`src/rtl/pm_clk_div_bank_pkg.sv`:
```
`default_nettype none
// +--------------------------------------------------------------------------+
// | Module      : pm_clk_div_bank_pkg                                         |
// | Description : Shared power-mode types and the mode -> divide-ratio helper |
// |               used by the power-mode clock divider bank.                  |
// | Contents    : powermode_t, pm_div_t, c_pm_div_max_w, mode_to_div()        |
// | Revision    : 1.0 - initial release                                       |
// +--------------------------------------------------------------------------+
package pm_clk_div_bank_pkg;

  typedef enum logic [1:0] {
    PM_SHUTDOWN = 2'd0,
    PM_LP       = 2'd1,
    PM_NORMAL   = 2'd2
  } powermode_t;

  // Widest divide counter any instance may use; instances slice this down.
  localparam int c_pm_div_max_w = 8;

  typedef logic [c_pm_div_max_w-1:0] pm_div_t;

  // Terminal count for a mode. SHUTDOWN has no running counter, so it maps to 0.
  function automatic pm_div_t mode_to_div(input powermode_t mode,
                                          input pm_div_t    lp_div,
                                          input pm_div_t    normal_div);
    pm_div_t div;
    case (mode)
      PM_LP:     div = lp_div;
      PM_NORMAL: div = normal_div;
      default:   div = '0;
    endcase
    return div;
  endfunction

endpackage
`default_nettype wire

```
`src/rtl/pm_clk_div_bank_if.sv`:
```
`default_nettype none
// +--------------------------------------------------------------------------+
// | Module      : pm_clk_div_bank_if                                          |
// | Description : Power-controller <-> clock-divider-bank bus.                |
// | Signals     : force_off  global shutdown override                         |
// |               req_valid  per-channel mode-change request                  |
// |               req_mode   requested mode per channel                       |
// |               req_ready  per-channel: no request pending                  |
// |               ack        per-channel one-cycle "new mode in effect"       |
// |               cur_mode   mode in effect per channel                       |
// |               oclk       divided output clocks                            |
// | Modports    : master (power controller), slave (divider bank)             |
// | Revision    : 1.0 - initial release                                       |
// +--------------------------------------------------------------------------+
interface pm_clk_div_bank_if
  import pm_clk_div_bank_pkg::*;
#(
  parameter int NCH = 4
);
  logic             force_off;
  logic [NCH-1:0]   req_valid;
  powermode_t       req_mode [NCH];
  logic [NCH-1:0]   req_ready;
  logic [NCH-1:0]   ack;
  powermode_t       cur_mode [NCH];
  logic [NCH-1:0]   oclk;

  modport master (
    output force_off, req_valid, req_mode,
    input  req_ready, ack, cur_mode, oclk
  );

  modport slave (
    input  force_off, req_valid, req_mode,
    output req_ready, ack, cur_mode, oclk
  );
endinterface
`default_nettype wire

```
`src/rtl/pm_clk_div_bank_ch.sv`:
```
`default_nettype none
// +--------------------------------------------------------------------------+
// | Module      : pm_clk_div_ch                                               |
// | Description : One power-mode clock divider channel: divide counter,       |
// |               output clock flop and glitch-free mode-change handshake.    |
// | Ports       : clk, rst        system clock, async active-high reset       |
// |               i_force_off     global shutdown override                    |
// |               i_req_valid     mode-change request                         |
// |               i_req_mode      requested mode                              |
// |               o_req_ready     1 = request can be accepted                 |
// |               o_ack           one-cycle pulse: pending mode now in effect |
// |               o_cur_mode      mode in effect                              |
// |               o_oclk          divided clock (registered)                  |
// | Revision    : 1.0 - initial release                                       |
// +--------------------------------------------------------------------------+
module pm_clk_div_ch
  import pm_clk_div_bank_pkg::*;
#(
  parameter int         CNT_W      = 4,
  parameter int         LP_DIV     = 1,
  parameter int         NORMAL_DIV = 0,
  parameter powermode_t RESET_MODE = PM_NORMAL
) (
  input  wire logic       clk,
  input  wire logic       rst,
  input  wire logic       i_force_off,
  input  wire logic       i_req_valid,
  input  wire powermode_t i_req_mode,
  output logic            o_req_ready,
  output logic            o_ack,
  output powermode_t      o_cur_mode,
  output logic            o_oclk
);

  localparam pm_div_t c_lp_div     = pm_div_t'(LP_DIV);
  localparam pm_div_t c_normal_div = pm_div_t'(NORMAL_DIV);

  // r_mode is the programmed mode; r_off overlays SHUTDOWN while force_off
  // holds the channel down, so the programmed mode survives the override.
  powermode_t       r_mode;
  powermode_t       r_pend_mode;
  logic             r_pending;
  logic             r_off;
  logic             r_ack;
  logic             r_oclk;
  logic [CNT_W-1:0] r_cnt;

  powermode_t       w_eff_mode;
  logic [CNT_W-1:0] w_div;
  logic             w_at_div;
  logic             w_boundary;
  logic             w_accept;
  logic             w_apply;

  always_comb begin
    w_eff_mode = r_off ? PM_SHUTDOWN : r_mode;
    w_div      = CNT_W'(mode_to_div(w_eff_mode, c_lp_div, c_normal_div));
    w_at_div   = (r_cnt == w_div);
    // Safe switch points: the falling toggle, or any edge while stopped
    // (oclk is already low then).
    w_boundary = (w_eff_mode == PM_SHUTDOWN) || (w_at_div && r_oclk);
    w_accept   = i_req_valid && o_req_ready;
    // A pending request is never applied while the override is active; it
    // lands on the first edge after force_off drops (channel is stopped then).
    w_apply    = r_pending && !i_force_off && w_boundary;
  end

  always_ff @(posedge clk or posedge rst) begin
    if (rst) begin
      r_mode      <= RESET_MODE;
      r_pend_mode <= RESET_MODE;
      r_pending   <= 1'b0;
      r_off       <= 1'b0;
      r_ack       <= 1'b0;
      r_oclk      <= 1'b0;
      r_cnt       <= '0;
    end else begin
      r_ack <= w_apply;

      // accept and apply are mutually exclusive: accept needs !r_pending.
      if (w_accept) begin
        r_pend_mode <= i_req_mode;
        r_pending   <= 1'b1;
      end else if (w_apply) begin
        r_pending   <= 1'b0;
      end

      if (w_boundary) begin
        r_cnt  <= '0;
        r_oclk <= 1'b0;
        r_off  <= i_force_off;
        if (w_apply) begin
          r_mode <= r_pend_mode;
        end
      end else if (w_at_div) begin
        // Not a boundary, so oclk is low here: this is the rising toggle.
        r_cnt  <= '0;
        r_oclk <= 1'b1;
      end else begin
        r_cnt  <= r_cnt + CNT_W'(1);
      end
    end
  end

  assign o_req_ready = !r_pending && !i_force_off;
  assign o_ack       = r_ack;
  assign o_cur_mode  = w_eff_mode;
  assign o_oclk      = r_oclk;

endmodule
`default_nettype wire

```
`src/rtl/pm_clk_div_bank.sv`:
```
`default_nettype none
// +--------------------------------------------------------------------------+
// | Module      : pm_clk_div_bank                                             |
// | Description : Multi-channel power-mode clock divider. NCH independent     |
// |               channels, each dividing clk by a ratio chosen by its mode;  |
// |               force_off is fanned out to every channel.                   |
// | Ports       : clk   system clock                                          |
// |               rst   asynchronous active-high reset                        |
// |               bus   pm_clk_div_bank_if.slave (requests, acks, clocks)     |
// | Revision    : 1.0 - initial release                                       |
// +--------------------------------------------------------------------------+
module pm_clk_div_bank
  import pm_clk_div_bank_pkg::*;
#(
  parameter int         NCH        = 4,
  parameter int         CNT_W      = 4,
  parameter int         LP_DIV     = 1,
  parameter int         NORMAL_DIV = 0,
  parameter powermode_t RESET_MODE = PM_NORMAL
) (
  input wire logic          clk,
  input wire logic          rst,
  pm_clk_div_bank_if.slave  bus
);

  generate
    if (CNT_W > c_pm_div_max_w || LP_DIV >= (1 << CNT_W) ||
        NORMAL_DIV >= (1 << CNT_W)) begin : g_param_err
      $error("pm_clk_div_bank: divide ratio does not fit CNT_W");
    end
  endgenerate

  generate
    for (genvar g = 0; g < NCH; g++) begin : g_ch
      pm_clk_div_ch #(
        .CNT_W      (CNT_W),
        .LP_DIV     (LP_DIV),
        .NORMAL_DIV (NORMAL_DIV),
        .RESET_MODE (RESET_MODE)
      ) u_ch (
        .clk         (clk),
        .rst         (rst),
        .i_force_off (bus.force_off),
        .i_req_valid (bus.req_valid[g]),
        .i_req_mode  (bus.req_mode[g]),
        .o_req_ready (bus.req_ready[g]),
        .o_ack       (bus.ack[g]),
        .o_cur_mode  (bus.cur_mode[g]),
        .o_oclk      (bus.oclk[g])
      );
    end
  endgenerate

endmodule
`default_nettype wire

```
`src/flat_wrapper.sv`:
```
// flat-port wrapper written by rule: the top's interface ports become plain ports
module pm_clk_div_bank_flat import pm_clk_div_bank_pkg::*;
#(
  parameter int         NCH        = 4,
  parameter int         CNT_W      = 4,
  parameter int         LP_DIV     = 1,
  parameter int         NORMAL_DIV = 0,
  parameter powermode_t RESET_MODE = PM_NORMAL
)
  (clk, rst, bus_force_off, bus_req_valid, bus_req_mode, bus_req_ready, bus_ack, bus_cur_mode, bus_oclk);
  pm_clk_div_bank_if #(.NCH(NCH)) bus_i ();
  input wire logic clk;
  input wire logic rst;
  input wire logic [$bits(bus_i.force_off)-1:0] bus_force_off;
  input wire logic [$bits(bus_i.req_valid)-1:0] bus_req_valid;
  input wire logic [$bits(bus_i.req_mode)-1:0] bus_req_mode;
  output wire logic [$bits(bus_i.req_ready)-1:0] bus_req_ready;
  output wire logic [$bits(bus_i.ack)-1:0] bus_ack;
  output wire logic [$bits(bus_i.cur_mode)-1:0] bus_cur_mode;
  output wire logic [$bits(bus_i.oclk)-1:0] bus_oclk;
  assign bus_i.force_off = bus_force_off;
  assign bus_i.req_valid = bus_req_valid;
  assign bus_i.req_mode = {>>{bus_req_mode}};
  assign bus_req_ready = bus_i.req_ready;
  assign bus_ack = bus_i.ack;
  assign bus_cur_mode = {>>{bus_i.cur_mode}};
  assign bus_oclk = bus_i.oclk;
  pm_clk_div_bank #(.NCH(NCH), .CNT_W(CNT_W), .LP_DIV(LP_DIV), .NORMAL_DIV(NORMAL_DIV), .RESET_MODE(RESET_MODE)) u_core (.clk(clk), .rst(rst), .bus(bus_i));
endmodule
```
`config.mk`:
```
export PLATFORM = sky130hd
export DESIGN_NAME = pm_clk_div_bank_flat
export DESIGN_NICKNAME = d
export VERILOG_FILES = /design/src/rtl/pm_clk_div_bank_pkg.sv /design/src/rtl/pm_clk_div_bank_if.sv /design/src/rtl/pm_clk_div_bank_ch.sv /design/src/rtl/pm_clk_div_bank.sv /design/src/flat_wrapper.sv
export SDC_FILE = /design/constraint.sdc
export NUM_CORES = 1
export LEC_CHECK = 0
export CAP_MARGIN = 20
export CORE_MARGIN = 4
export CORE_UTILIZATION = 49
export CTS_CLUSTER_SIZE = 20
export DETAILED_ROUTE_END_ITERATION = 10
export HOLD_SLACK_MARGIN = 0.15
export PLACE_DENSITY_LB_ADDON = 0.3
export SLEW_MARGIN = 40
export SYNTH_ARGS = -nofsm -noshare
export SYNTH_HDL_FRONTEND = slang
export SYNTH_HIERARCHICAL = 1
export SYNTH_SLANG_ARGS = --single-unit
```
`constraint.sdc`:
```
create_clock -name clk -period 1.99 [get_ports clk]
set_clock_uncertainty 0.05 [all_clocks]
set_input_delay 0.398 -clock clk [delete_from_list [all_inputs] [get_ports clk]]
set_output_delay 0.398 -clock clk [all_outputs]
set_load 0.05 [all_outputs]
```
==> results of run 1 <==
[registers in the layout, summed over array words and instances (netlist names)]
register and cells:
u_core/g_ch.u_ch/o_oclk 4, u_core/g_ch.u_ch/o_ack 4, u_core/g_ch.u_ch/r_mode 8, u_core/g_ch.u_ch/r_pend_mode 8, u_core/g_ch.u_ch/r_off 4, u_core/g_ch.u_ch/r_pending 4
u_core/g_ch.u_ch/r_cnt 16
[layer usage]
layer  vias up  global-route usage [%]
li1        953                       -
met1       910                    22.0
met2        39                    24.7
met3         7                    4.43
met4         0                    4.73
met5         -                       0
[synthesized netlist by cell type, types with 8 or more instances]
library cell,instances,area [um^2]
and3_1,8,50.1
nor2_1,24,90.1
nor3_1,8,40.0
dfstp_2,8,210
nand3_1,8,40.0
dfrtp_1,40,1000
nand2_1,8,30.0
nor2b_1,20,125
xor2_1,16,140
mux2_2,12,135
inv_1,8,30.0
nand2b_1,8,50.1
[worst max path at each step]
stage | startpoint | to | slack [ps] | depth (start not counted)
after global placement | bus_force_off | u_core/g_ch[3].u_ch/r_mode[0]$_DFFE_PP0P_ | 120 | 6
final | u_core/g_ch[1].u_ch/o_ack$_DFF_PP0_ | bus_ack[1] | 120 | 1
after detailed placement | bus_force_off | u_core/g_ch[3].u_ch/r_pend_mode[0]$_DFFE_PP0P_ | 80 | 5
after floorplan | u_core/g_ch[3].u_ch/r_mode[1]$_DFFE_PP1P_ | bus_cur_mode[1] | 180 | 2
after CTS | u_core/g_ch[1].u_ch/o_ack$_DFF_PP0_ | bus_ack[1] | 110 | 1
after global routing | u_core/g_ch[3].u_ch/o_ack$_DFF_PP0_ | bus_ack[3] | 80 | 1
[layout make-up]
cell class	count	area [um^2]
timing repair buffer	40	495
tap	70	87.6
multi-input combinational	184	1320
inverter	8	30.0
fill	437	1930
sequential	48	1210
clock buffer	5	68.8
[per-stage QoR]
stage / hold WS (ps) / std cells
after detailed placement: 506 / 350
after global routing: 488 / 355
after global placement: 496 / 350
final: 436 / 355
after floorplan: 211 / 248
after CTS: 451 / 355
[kinds of logic (layout without fill, tap and decap cells)]
family	count (synthesis)	count (layout)	synth area share, %
compound gates	48	48	14.8
xor+xnor	20	20	6.70
fa+ha+maj	4	4	1.92
buf+inv	16	53	3.07
flops	48	48	46.4
mux	12	12	5.17
simple gates	100	100	22.0
==> flow_metrics.py, run 1 <==
metrics = {
    "clocking": {
        "post_cts_buffers": 0,
        "cts_hold_buf": 0,
        "numCtsBuffers": 5,
        "htreeDepth": 2,
        "cts.path.max_buffers": 2,
        "cts_resized": 0,
        "clock-sinks": 48,
        "cts-root-buf": "clkbuf_8",
        "clk_latency_ps": 290,
        "clk_pin_slew_ps": 80,
        "cts_tree": "done",
    },
    "cells_and_area": {
        "mostFrequentLayoutCells": "40 x dfrtp_1, 24 x nor2_1, 20 x nor2b_1",
        "fin_area_um2": 3210,
        "final_util_pct": 62.5,
        "drive_gt1_share_pct": 22.1,
        "diodes": 0,
        "nets": 306,
        "syn_to_final_growth_pct": 23.0,
        "layout.cells.most_common": "dfrtp_1",
    },
    "run": {
        "maxCapViolations": 0,
    },
    "routing": {
        "wl_met3_um": 255,
        "first_iter_violations": 87,
        "drtPass1Iterations": 4,
        "routed.top_layer": "met4",
        "antenna_left": 0,
        "wl_met2_um": 2270,
        "met1_length_um": 2240,
        "vias": 1909,
        "wl_um": 4830,
        "wl_per_cell_um": 13.6,
        "vias_per_cell": 5.38,
        "drc_errors": 0,
    },
    "timing": {
        "period_minus_slack_ps": 1870,
        "period_share_pct": 93.7,
        "drv_slew": 0,
        "finalSetupViolCount": 0,
        "rsz0062_at_grt": "false",
        "relSlewSlack_pct": 66.8,
        "max_freq_ghz": 0.536,
        "worst_slack_ps": 125,
        "hold_violations": 0,
        "fin_tns_setup_ps": 0,
        "worstMarginPinSlew_ps": 496,
    },
    "setup_path": {
        "cp.buffers_inverters": 1,
        "reg2reg_slack_ps": 360,
        "slowest_stage": "clkdlybuf4s50_1",
        "timing.rr.end": "u_core/g_ch[3].u_ch/r_mode[0]$_DFFE_PP0P_",
        "reg2reg_from": "u_core/g_ch[3].u_ch/r_cnt[1]$_DFF_PP0_",
        "arrival_ps": 1420,
        "rr_worst_depth": 4,
        "slowest_delay_ps": 800,
        "required_ps": 1540,
        "start_kind": "flip-flop",
        "crit_family": "buffers and inverters",
        "worst_setup_path_end_kind": "primary output",
        "critPathMaxFanout": 1,
        "crit_chain": "clkdlybuf4s50_1",
        "crit_type": "flip-flop to primary output",
    },
    "synthesis": {
        "syn_inst": 248,
        "async_flop_share_pct": 100,
        "syn_nets": 267,
        "syn_area_um2": 2610,
        "synth-seq-cells": 48,
        "avgSynthCellArea_um2": 10.5,
        "synth_edf_count": 0,
        "yosys_warnings": 6,
        "synth_ff_type": "dfrtp_1",
        "synth_cell_types": 32,
        "seq_area_frac_synth_pct": 46.4,
    },
    "die": {
        "core_um2": 5140,
        "die-area_um2": 6560,
        "rows": 26,
        "die_h_um": 81.0,
        "die_x_um": 81.0,
        "start_util_pct": 50.8,
        "top_level_ports": 35,
    },
    "grt": {
        "grt_pass1_wl_um": 8240,
        "antenna_found_initial": 0,
        "grt_max_degree": 13,
        "grt_pass1_vias": 1846,
        "grt_overflow": 0,
        "grt_util_all_layers_pct": 16.0,
    },
    "run_status": {
        "outcome": "complete, no violations",
    },
    "hold_path": {
        "min_path_type": "primary input to async pin",
    },
    "placement": {
        "place_ws_ps": 83.2,
        "hpwl_um": 3560,
        "gp_congestion": 0.823,
        "dpl_cell_area_um2": 3150,
        "port-buffer-count": 34,
    },
}
Power of run 1 is not shown: default switching activity piles up to over one toggle a cycle in this logic, so the estimate is an artifact.
==> run 2: changes to the inputs <==
==> constraint.sdc (replaced) <==
create_clock -name clk -period 1.76 [get_ports clk]
set_clock_uncertainty 0.05 [all_clocks]
set_input_delay 0.352 -clock clk [delete_from_list [all_inputs] [get_ports clk]]
set_output_delay 0.352 -clock clk [all_outputs]
set_load 0.05 [all_outputs]
==> flow_metrics.py, run 2 (synthesized netlist as in run 1, its figures left out) <==
metrics = {
    "run_status": {
        "outcome": "complete, no violations",
    },
    "setup_path": {
        "worstSetupStartpoint": "u_core/g_ch[1].u_ch/r_mode[1]$_DFFE_PP1P_",
        "timing.rr.end": "u_core/g_ch[1].u_ch/r_mode[0]$_DFFE_PP0P_",
        "worst_setup_path_end_kind": "primary output",
        "required_ps": 1360,
        "cp_num_cells": 2,
        "slowest_delay_ps": 640,
        "start_kind": "flip-flop",
        "reg2reg_from": "u_core/g_ch[1].u_ch/r_cnt[1]$_DFF_PP0_",
        "critPathMaxFanout": 9,
        "cp.buffers_inverters": 1,
        "crit_type": "flip-flop to primary output",
        "slowest_stage": "dfstp_2",
        "crit_family": "flip-flops",
        "rr_worst_depth": 4,
        "endpoint": "bus_cur_mode[5]",
        "crit_chain": "nor2b_2 > buf_12",
        "reg2reg_slack_ps": 110,
        "arrival_ps": 1300,
    },
    "cells_and_area": {
        "drive_gt1_share_pct": 30.0,
        "largestRegisters": "u_core/g_ch.u_ch/r_cnt (16), u_core/g_ch.u_ch/r_mode (8), u_core/g_ch.u_ch/r_pend_mode (8)",
        "top_register": "u_core/g_ch.u_ch/r_cnt",
        "layout.cells.most_common": "dfrtp_1",
        "fin_cells": 367,
        "largest_register_ffs": 16,
        "final_util_pct": 64.6,
        "diodes": 0,
        "multi_input_area_um2": 1340,
        "final-seq-area_um2": 1220,
        "mostFrequentLayoutCells": "36 x dfrtp_1, 22 x buf_4, 20 x nor2_1",
        "syn_to_final_growth_pct": 27.2,
        "fillCellCount": 451,
        "nets": 315,
    },
    "clocking": {
        "cts.path.max_buffers": 2,
        "cts_hold_buf": 0,
        "cts_tree": "done",
        "clk_pin_slew_ps": 90,
        "cts-root-buf": "clkbuf_8",
        "numCtsBuffers": 5,
        "clock-sinks": 48,
        "clk_latency_ps": 290,
        "htreeDepth": 2,
    },
    "timing": {
        "period_minus_slack_ps": 1710,
        "period_share_pct": 96.9,
        "worstMarginPinSlew_ps": 480,
        "hold_violations": 0,
        "finalSetupViolCount": 0,
        "max_freq_ghz": 0.586,
        "rsz0062_at_grt": "false",
        "drv_slew": 0,
        "relSlewSlack_pct": 68.0,
    },
    "die": {
        "rows": 26,
        "start_util_pct": 50.8,
        "die-area_um2": 6560,
        "top_level_ports": 35,
        "core_um2": 5140,
        "die_x_um": 81.0,
        "die_h_um": 81.0,
    },
    "grt": {
        "grt_max_degree": 21,
        "grt_overflow": 0,
        "grt_pass1_wl_um": 8800,
        "grt_util_all_layers_pct": 17.2,
        "antenna_found_initial": 0,
        "grt_pass1_vias": 1890,
    },
    "run": {
        "maxCapViolations": 0,
    },
    "placement": {
        "gp_congestion": 0.811,
        "port-buffer-count": 34,
        "dp.cells": 356,
        "hpwl_um": 3620,
    },
    "routing": {
        "drc_errors": 0,
        "vias": 1970,
        "vias_per_cell": 5.37,
        "wl_um": 5110,
        "drtPass1Iterations": 4,
        "wl_per_cell_um": 13.9,
        "first_iter_violations": 45,
        "antenna_left": 0,
    },
    "hold_path": {
        "min_path_type": "primary input to async pin",
    },
}
run 2: final cells by class:
type                    count  share of cell area (%)
clock buffers               7                    2.30
clock inverters             1                   0.151
inverters                   8                   0.904
multi-input cells         184                    40.4
flip-flops and latches     48                    36.6
well taps                  70                    2.64
repair buffers             49                    17.0
run 2: how the worst min path moves through the flow:
stage	startpoint	end	depth (start not counted)
floorplan	rst	u_core/g_ch[0].u_ch/o_ack$_DFF_PP0_	1
global route	rst	u_core/g_ch[2].u_ch/r_mode[0]$_DFFE_PP0P_	2
detailed placement	u_core/g_ch[3].u_ch/r_pend_mode[0]$_DFFE_PP0P_	u_core/g_ch[3].u_ch/r_pend_mode[0]$_DFFE_PP0P_	1
finish	rst	u_core/g_ch[2].u_ch/r_off$_DFFE_PP0N_	2
CTS	rst	u_core/g_ch[3].u_ch/r_pend_mode[0]$_DFFE_PP0P_	2
global placement	u_core/g_ch[3].u_ch/r_pend_mode[0]$_DFFE_PP0P_	u_core/g_ch[3].u_ch/r_pend_mode[0]$_DFFE_PP0P_	1
run 2: through the flow:
stage	hold WS, ps	area (um^2)	TNS [ps]	setup WS [ps]
6_report	443	3320	0	53.8
3_3_place_gp	489	3200	-716	-107
2_1_floorplan	165	2620	0	0.493
4_1_cts	444	3290	0	6.11
3_5_place_dp	501	3200	-962	-140
5_1_grt	497	3320	0	0.271
run 2: repair_timing:
action	4_1_cts	5_1_grt
pin swaps	0	0
cloned	0	0
buffers inserted	0	3
setup endpoints to repair	3	6
gates resized for setup	3	5
hold endpoints to repair	0	0
run 2: routing by layer:
layer | part of all wire (%) | wire length [um] | track usage, %
met5 | 0 | 0 | 0
met2 | 50 | 2530 | 28.2
met3 | 4.3 | 219 | 3.33
met4 | 0.90 | 46 | 5.74
met1 | 45 | 2310 | 22.8
Power of run 2 is left out for the same reason.
==> run 3: changes to the inputs <==
==> constraint.sdc (replaced) <==
create_clock -name clk -period 1.55 [get_ports clk]
set_clock_uncertainty 0.05 [all_clocks]
set_input_delay 0.31 -clock clk [delete_from_list [all_inputs] [get_ports clk]]
set_output_delay 0.31 -clock clk [all_outputs]
set_load 0.05 [all_outputs]
==> flow_metrics.py, run 3 (synthesized netlist as in run 1, its figures left out) <==
metrics = {
    "clocking": {
        "clk_latency_ps": 290,
        "cts_hold_buf": 0,
        "clk_pin_slew_ps": 90,
        "numCtsBuffers": 5,
        "cts-root-buf": "clkbuf_8",
        "clock-sinks": 48,
        "cts_tree": "done",
        "htreeDepth": 2,
        "cts.path.max_buffers": 2,
    },
    "setup_path": {
        "timing.rr.end": "u_core/g_ch[0].u_ch/r_mode[0]$_DFFE_PP0P_",
        "worst_setup_path_end_kind": "flip-flop",
        "critPathMaxFanout": 5,
        "start_kind": "flip-flop",
        "reg2reg_slack_ps": -60,
        "slowest_stage": "or4b_4",
        "crit_family": "simple AND/OR/NAND/NOR gates",
        "arrival_ps": 1730,
        "required_ps": 1670,
        "cp.buffers_inverters": 0,
        "crit_type": "flip-flop to flip-flop",
        "crit_chain": "or4b_4 > a221o_1 > o21ai_2 > o2111ai_2",
        "reg2reg_from": "u_core/g_ch[0].u_ch/r_cnt[1]$_DFF_PP0_",
        "slowest_delay_ps": 580,
        "rr_worst_depth": 4,
    },
    "grt": {
        "grt_pass1_wl_um": 9330,
        "grt_util_all_layers_pct": 18.3,
        "grt_pass1_vias": 2083,
        "antenna_found_initial": 0,
        "grt_max_degree": 14,
        "grt_overflow": 0,
    },
    "timing": {
        "hold_violations": 0,
        "relSlewSlack_pct": 69.0,
        "rsz0062_at_grt": "true",
        "period_share_pct": 104,
        "drv_slew": 0,
        "period_minus_slack_ps": 1610,
        "worstMarginPinSlew_ps": 465,
        "finalSetupViolCount": 4,
        "max_freq_ghz": 0.619,
        "worst_slack_ps": -64.7,
    },
    "run": {
        "maxCapViolations": 0,
    },
    "die": {
        "die-area_um2": 6560,
        "die_h_um": 81.0,
        "die_x_um": 81.0,
        "top_level_ports": 35,
        "core_um2": 5140,
        "rows": 26,
        "start_util_pct": 50.8,
    },
    "cells_and_area": {
        "syn_to_final_growth_pct": 44.3,
        "largest_register_ffs": 16,
        "diodes": 0,
        "mostFrequentLayoutCells": "45 x buf_4, 36 x dfrtp_1, 20 x buf_12, 20 x nor2_1",
        "largestRegisters": "u_core/g_ch.u_ch/r_cnt (16), u_core/g_ch.u_ch/r_mode (8), u_core/g_ch.u_ch/r_pend_mode (8)",
        "layout.cells.most_common": "buf_4",
        "top_register": "u_core/g_ch.u_ch/r_cnt",
        "nets": 348,
        "fillCellCount": 371,
        "fin_cells": 400,
        "drive_gt1_share_pct": 40.6,
    },
    "placement": {
        "port-buffer-count": 34,
        "place_ws_ps": -269,
        "gp_congestion": 0.849,
        "hpwl_um": 4040,
        "dp.cells": 383,
    },
    "hold_path": {
        "min_path_type": "primary input to async pin",
    },
    "routing": {
        "wl_um": 5580,
        "drtPass1Iterations": 4,
        "vias": 2107,
        "vias_per_cell": 5.27,
        "wl_per_cell_um": 14.0,
        "first_iter_violations": 74,
        "antenna_left": 0,
        "drc_errors": 0,
    },
    "run_status": {
        "violations": "negative setup slack",
        "outcome": "complete, but fails checks",
    },
}
[run 3: routing by layer]
layer  track usage (%)  up-vias  share of wire [%]
met5                 0        -                  0
met4              5.57        0                1.2
met3              3.66        5                3.7
met2              31.4       40                 50
met1              23.3     1023                 45
li1                  -     1039                  -
[run 3: area by class of cell]
class | count | area [um^2] | area share, %
clock buffers | 8 | 90.1 | 2.39
inverters | 8 | 30.0 | 0.797
multi-input cells | 184 | 1440 | 38.1
flip-flops and latches | 48 | 1220 | 32.3
well taps | 70 | 87.6 | 2.32
repair buffers | 82 | 908 | 24.1
[run 3: worst max path at each step]
stage / start / end / cells past startpoint
finish: u_core/g_ch[0].u_ch/r_cnt[1]$_DFF_PP0_ / u_core/g_ch[0].u_ch/r_mode[0]$_DFFE_PP0P_ / 4
global route: u_core/g_ch[0].u_ch/r_cnt[1]$_DFF_PP0_ / u_core/g_ch[0].u_ch/r_mode[0]$_DFFE_PP0P_ / 4
CTS: u_core/g_ch[0].u_ch/r_cnt[2]$_DFF_PP0_ / u_core/g_ch[0].u_ch/r_mode[0]$_DFFE_PP0P_ / 4
detailed placement: bus_force_off / u_core/g_ch[0].u_ch/r_mode[0]$_DFFE_PP0P_ / 6
global placement: bus_force_off / u_core/g_ch[0].u_ch/r_mode[0]$_DFFE_PP0P_ / 6
floorplan: u_core/g_ch[0].u_ch/o_oclk$_DFFE_PP0P_ / u_core/g_ch[0].u_ch/r_mode[0]$_DFFE_PP0P_ / 4
[run 3: stage by stage]
| step | TNS, ps | hold WS [ps] | instance area, um^2 | util (%) |
|---|---|---|---|---|
| after floorplan | -500 | 123 | 2650 | - |
| after global placement | -3280 | 496 | 3520 | 68.5 |
| after detailed placement | -3710 | 504 | 3520 | 68.5 |
| after CTS | -214 | 363 | 3700 | 71.9 |
| after global routing | -484 | 400 | 3770 | 73.3 |
| final | -184 | 350 | 3770 | 73.3 |
[run 3: tightest hold or removal path, delay by kind of cell]
kind / cells / cell delay (ps)
buffers and inverters: 3 / 750
[run 3: repair_timing]
item | in CTS | in global routing
setup endpoints to repair | 12 | 30
resized for setup | 8 | 14
hold endpoints to repair | 0 | 0
pin swaps | 5 | 7
setup buffers | 7 | 1
gates cloned | 0 | 1
Power of run 3 is left out for the same reason.
